### src/rtl/seq_borrow_sub_pkg.sv
// Shared constants for seq_borrow_sub: FSM encodings, default geometry, counter sizing.
// Imported by the RTL and by the bench.
package seq_borrow_sub_pkg;

  typedef enum logic [1:0] {
    IDLE = 2'd0,
    RUN  = 2'd1,
    HOLD = 2'd2
  } state_e;

  localparam int DEF_WIDTH = 16;
  localparam int DEF_SLICE = 4;

  // Slice counter width; a single-slice build still needs a 1-bit counter.
  function automatic int cnt_w(input int nsl);
    return (nsl <= 1) ? 1 : $clog2(nsl);
  endfunction

endpackage

### src/rtl/seq_borrow_sub_bla_slice.sv
// bla_slice: SLICE-bit borrow-lookahead subtractor, diff = x - y - bi; purely combinational.
// Each internal borrow is flattened from generate/propagate terms rather than rippled.
module bla_slice #(
  parameter int SLICE = 4
) (
  input  logic [SLICE-1:0] x,
  input  logic [SLICE-1:0] y,
  input  logic             bi,
  output logic [SLICE-1:0] diff,
  output logic             bo
);

  logic [SLICE-1:0] g;
  logic [SLICE-1:0] p;
  logic [SLICE:0]   bw;

  assign g = ~x & y;
  assign p = ~(x ^ y);

  always_comb begin
    logic acc;
    bw   = '0;
    diff = '0;
    bo   = 1'b0;
    acc  = 1'b0;
    for (int i = 0; i <= SLICE; i++) begin
      acc = bi;
      for (int j = 0; j < i; j++) begin
        acc = g[j] | (p[j] & acc);
      end
      bw[i] = acc;
    end
    for (int i = 0; i < SLICE; i++) begin
      diff[i] = x[i] ^ y[i] ^ bw[i];
    end
    bo = bw[SLICE];
  end

endmodule

### src/rtl/seq_borrow_sub.sv
// Sequential subtractor d = a - b - bin, one SLICE chunk per clock; result after WIDTH/SLICE cycles,
// held under out_ready back-pressure. Define SEQ_SUB_OVF_EN to produce the signed overflow flag.
module seq_borrow_sub
  import seq_borrow_sub_pkg::*;
#(
  parameter int WIDTH = DEF_WIDTH,
  parameter int SLICE = DEF_SLICE
) (
  input  logic             clk,
  input  logic             reset_n,
  input  logic             in_valid,
  output logic             in_ready,
  input  logic [WIDTH-1:0] a,
  input  logic [WIDTH-1:0] b,
  input  logic             bin,
  output logic             out_valid,
  input  logic             out_ready,
  output logic [WIDTH-1:0] d,
  output logic             bout,
  output logic             ovf
);

  localparam int NSL = WIDTH / SLICE;
  localparam int CW  = cnt_w(NSL);

  state_e           state_q, state_d;
  logic [CW-1:0]    cnt_q, cnt_d;
  logic [WIDTH-1:0] a_q, a_d;
  logic [WIDTH-1:0] b_q, b_d;
  logic             brw_q, brw_d;
  logic [WIDTH-1:0] d_q, d_d;
  logic             bout_q, bout_d;
  logic             in_ready_q, in_ready_d;
  logic             out_valid_q, out_valid_d;

  logic [SLICE-1:0] sl_x, sl_y, sl_diff;
  logic             sl_bo;

  // brw_q carries bin into slice 0 and each slice's borrow-out into the next.
  assign sl_x = a_q[cnt_q*SLICE +: SLICE];
  assign sl_y = b_q[cnt_q*SLICE +: SLICE];

  bla_slice #(.SLICE(SLICE)) u_slice (
    .x    (sl_x),
    .y    (sl_y),
    .bi   (brw_q),
    .diff (sl_diff),
    .bo   (sl_bo)
  );

`ifdef SEQ_SUB_OVF_EN
  logic ovf_q, ovf_d;
`endif

  always_comb begin
    state_d     = state_q;
    cnt_d       = cnt_q;
    a_d         = a_q;
    b_d         = b_q;
    brw_d       = brw_q;
    d_d         = d_q;
    bout_d      = bout_q;
    in_ready_d  = in_ready_q;
    out_valid_d = out_valid_q;
`ifdef SEQ_SUB_OVF_EN
    ovf_d       = ovf_q;
`endif
    case (state_q)
      IDLE: begin
        in_ready_d = 1'b1;
        if (in_valid && in_ready_q) begin
          a_d        = a;
          b_d        = b;
          brw_d      = bin;
          cnt_d      = '0;
          in_ready_d = 1'b0;
          state_d    = RUN;
        end
      end
      RUN: begin
        d_d[cnt_q*SLICE +: SLICE] = sl_diff;
        brw_d = sl_bo;
        if (cnt_q == CW'(NSL - 1)) begin
          bout_d      = sl_bo;
          out_valid_d = 1'b1;
          state_d     = HOLD;
`ifdef SEQ_SUB_OVF_EN
          ovf_d = (a_q[WIDTH-1] != b_q[WIDTH-1]) && (sl_diff[SLICE-1] != a_q[WIDTH-1]);
`endif
        end else begin
          cnt_d = cnt_q + 1'b1;
        end
      end
      HOLD: begin
        if (out_ready) begin
          out_valid_d = 1'b0;
          in_ready_d  = 1'b1;
          state_d     = IDLE;
        end
      end
      default: state_d = IDLE;
    endcase
  end

  always_ff @(posedge clk) begin
    if (!reset_n) begin
      state_q     <= IDLE;
      cnt_q       <= '0;
      a_q         <= '0;
      b_q         <= '0;
      brw_q       <= 1'b0;
      d_q         <= '0;
      bout_q      <= 1'b0;
      in_ready_q  <= 1'b0;
      out_valid_q <= 1'b0;
    end else begin
      state_q     <= state_d;
      cnt_q       <= cnt_d;
      a_q         <= a_d;
      b_q         <= b_d;
      brw_q       <= brw_d;
      d_q         <= d_d;
      bout_q      <= bout_d;
      in_ready_q  <= in_ready_d;
      out_valid_q <= out_valid_d;
    end
  end

`ifdef SEQ_SUB_OVF_EN
  always_ff @(posedge clk) begin
    if (!reset_n) ovf_q <= 1'b0;
    else          ovf_q <= ovf_d;
  end
  assign ovf = ovf_q;
`else
  assign ovf = 1'b0;
`endif

  assign in_ready  = in_ready_q;
  assign out_valid = out_valid_q;
  assign d         = d_q;
  assign bout      = bout_q;

endmodule

### config.mk
export PLATFORM = sky130hd
export DESIGN_NAME = seq_borrow_sub
export DESIGN_NICKNAME = d
export VERILOG_FILES = /design/src/rtl/seq_borrow_sub_pkg.sv /design/src/rtl/seq_borrow_sub_bla_slice.sv /design/src/rtl/seq_borrow_sub.sv
export SDC_FILE = /design/constraint.sdc
export NUM_CORES = 1
export LEC_CHECK = 0
export CAP_MARGIN = 15
export CORE_ASPECT_RATIO = 0.5
export CORE_MARGIN = 2
export CORE_UTILIZATION = 25
export DETAILED_ROUTE_END_ITERATION = 12
export SYNTH_ARGS = -nofsm -noshare
export SYNTH_HDL_FRONTEND = slang
export SYNTH_HIERARCHICAL = 1
export SYNTH_SLANG_ARGS = --single-unit
### constraint.sdc
create_clock -name clk -period 3.6 [get_ports clk]
set_input_delay 0.9 -clock clk [delete_from_list [all_inputs] [get_ports clk]]
set_output_delay 0.9 -clock clk [all_outputs]
set_load 0.005 [all_outputs]
==> impl_results.md <==
* Met1 Usage GRT at 0.144
* Die Area at 11000 um2
* Period minus WS final at 2.86 ns
* TNS Setup at 0 ns
* DRC at 0
* Synth Register Bits at 56
* Total GRT Usage at 0.112
* Reg-to-Reg End: d[11]$_SDFFE_PN0P_
* R2R cell count at 9
* Post-synthesis cell type count at 38
* Post-synthesis async set-or-reset flop share at 0
* Crit path launch type: flop
* Initial core utilization at 0.263
* Pins over their slew limit at 0
* Max-Slew Margin vs Limit at 0.585
* Peak Freq at 349 MHz
* Hold path start: b_q[7]$_SDFFE_PN0P_
* Final hold vios at 0
* Syn Inst Count at 270
* Hold Path End: b_q[7]$_SDFFE_PN0P_
* Grt peak-use layer: met2
* Pleak at 1.17 nW
* Clock sink total at between 50 and 60
* CTS tree: done
* CP endpoint kind: flop
* Setup violators final at 0
* Mean Syn Cell Area at 9.41 um2
* Global-route wire length before repair at 9.75 mm
* Cts hold-fix bufs at 0
* Die W at 147 um
* Critical path arrival at 3.05 ns
* DP HPWL at approximately 4.2 mm
* Floorplan row count at 25
* Total number of vias at 1938
* R2r startpoint: cnt_q[0]$_SDFFE_PN0P_
* M2 GR Usage at 0.184
* Cell count of the worst hold path at 2
* Worst-Margin Slew at slightly above 0.6 ns
* TritonCTS Buffers at 5
* Most used cell, CP: fa_1
* Ant. Diodes at 0
* RSZ-0062 raised after global routing: no
* Gr ovfl total at 0
* Post-CTS setup buffer count at 0
* Skew-Pair Late Insertion Delay at 0.29 ns
* DRT antenna net count at 0
* Floorplan Core Area at about 9700 um2
* Vias in the first global route at roughly 2000
* Largest net degree at the start of global routing at 40
* Tcrit/Tclk final at 0.796
* Area growth from synthesis to layout at 30.7%
* Post-synth EDFFs at 0
* Final wirelength at 5.66 mm
* Fill cells at 996
* Critical Path RT at 3.78 ns
* Post-Synthesis Net Count at between 300 and 400
* Max-cap violations at 0
* Worst-path cell chain: mux4_2 -> inv_1 -> fa_1 -> inv_1 -> fa_1 -> fa_1 -> inv_1 -> fa_1 -> a22o_1
* Clk buf depth at 2
* Critical path class: reg -> reg
* Ys Warns at 6
* Post-route clock skew at 0.00888 ns
* Detailed Routing Iterations Pass 1 at 4
* # resized after CTS at 0
* Layout Nets at 363
* Outcome: finished, final reports clean
* H-tree levels at 2
* R2r setup slk at 0.74 ns
* Ports at 57
* Wire length per cell at 12.5 um
* Critical Path Max Stage Delay at 0.52 ns
* Die extent in y at between 70 and 80 um
* Clock transition at the registers of the reported paths at 0.07 ns
* Placer Congestion at 0.742
* Worst min path class: reg -> reg
* Commonest cells after routing, fill and taps aside: nand2_1, dfxtp_1, clkdlybuf4s50_1
* Post-Syn Area at 2540 um2
* Initial antenna violation count at 0
* Port-buffer cells at 55
* Synth Flop Type: dfxtp_1
* Final Power at 0.00134 W
* Seq/Total Area, Yosys at 0.441
* VDD IR max at 0.000168 V
* CP delay by family, top: adder cells
* GR Util met3 at 0.0352
* Setup WS post-layout at 0.736 ns
* Initial DRC count at 131
* Cell area power density at 403 nW/um2
* Crit Path Max Fanout at 4
* Root Driver: clkbuf_16
* Bufs and invs on worst path at 3
* Slowest cell on the critical path: mux4_2
* Commonest non-fill, non-tap cell in the layout: nand2_1
* Vias per cell at around 4.3
* Fraction of layout cells with a size suffix above 1 at 0.0692
* Pre-CTS WS at between 0.7 and 0.8 ns
[metal layers]
layer	vias up	part of all wire
li1	1009	-
met1	893	0.51
met2	32	0.43
met3	4	0.049
met4	0	0.0083
met5	-	0
[cell type report]
cell class	instances	area (um2)	share of cell area
timing repair buffer	59	581	0.175
tap	135	169	0.0509
sequential	56	1120	0.338
inverter	14	52.6	0.0158
clock inverter	2	16.3	0.00490
clock buffer	6	129	0.0388
multi-input combinational	181	1250	0.377
[cells in the mapped netlist, types with 2 or more instances]
library cell  number  area share
buf_2              7       0.014
nor2b_1            3      0.0074
mux4_2             6       0.053
nor2_1             3      0.0044
a22o_1             8       0.028
and3b_1            2      0.0069
clkbuf_1           6      0.0089
ha_1               5       0.025
buf_4              3      0.0089
dfxtp_1           56        0.44
fa_1               4       0.032
inv_1             14       0.021
buf_6              3       0.013
a21boi_1           7       0.021
nor3_1             2      0.0039
o22ai_1            8       0.020
a21oi_1            3      0.0059
nand2_1           80        0.12
o21ai_0            3      0.0059
a21boi_0          28       0.083
mux4_1             2       0.021
[through the flow]
step	area [um2]	util	hold WS [ns]	instances
final	3320	0.344	0.454	453
after global routing	3320	0.344	0.481	453
after CTS	3320	0.344	0.458	453
after detailed placement	3180	0.329	0.448	445
after global placement	3180	0.329	0.441	445
after floorplan	2540	-	0.432	270
[tightest hold or removal path, stage by stage (launching register included)]
cell and delay [ns]:
dfxtp_1 0.31, nand2_1 0.05, a21boi_1 0.05
[logic make-up after synthesis]
family                   share of synthesized area
multiplexers                                0.0778
AND/OR/NAND/NOR                              0.186
flip-flops                                   0.441
adder cells (fa/ha/maj)                     0.0562
AO/OA/AOI/OAI                                0.172
buffers and inverters                       0.0655
other                                      0.00148
[worst max-delay path by stage]
stage	to	depth (start not counted)	start	slack [ns]
3_3_place_gp	d[11]$_SDFFE_PN0P_	9	cnt_q[0]$_SDFFE_PN0P_	0.79
3_5_place_dp	d[7]$_SDFFE_PN0P_	9	cnt_q[0]$_SDFFE_PN0P_	0.75
5_1_grt	d[3]$_SDFFE_PN0P_	10	cnt_q[0]$_SDFFE_PN0P_	0.61
4_1_cts	d[11]$_SDFFE_PN0P_	9	cnt_q[0]$_SDFFE_PN0P_	0.73
2_1_floorplan	d[11]$_SDFFE_PN0P_	10	cnt_q[0]$_SDFFE_PN0P_	0.64
6_report	d[11]$_SDFFE_PN0P_	9	cnt_q[0]$_SDFFE_PN0P_	0.74
[where the power goes]
group	switching [W]	total (W)	internal (W)
logic	0.0000995	0.000198	0.0000981
clock network	0.000222	0.000481	0.000260
registers	0.0000157	0.000661	0.000645
[sequential cells by signal (all words and copies together) (netlist names), 2 cells and up]
name	count
a_q	16
b_q	16
d	16
cnt_q	2
state_q	2
No activity file was read; power rests on OpenSTA's default activity.
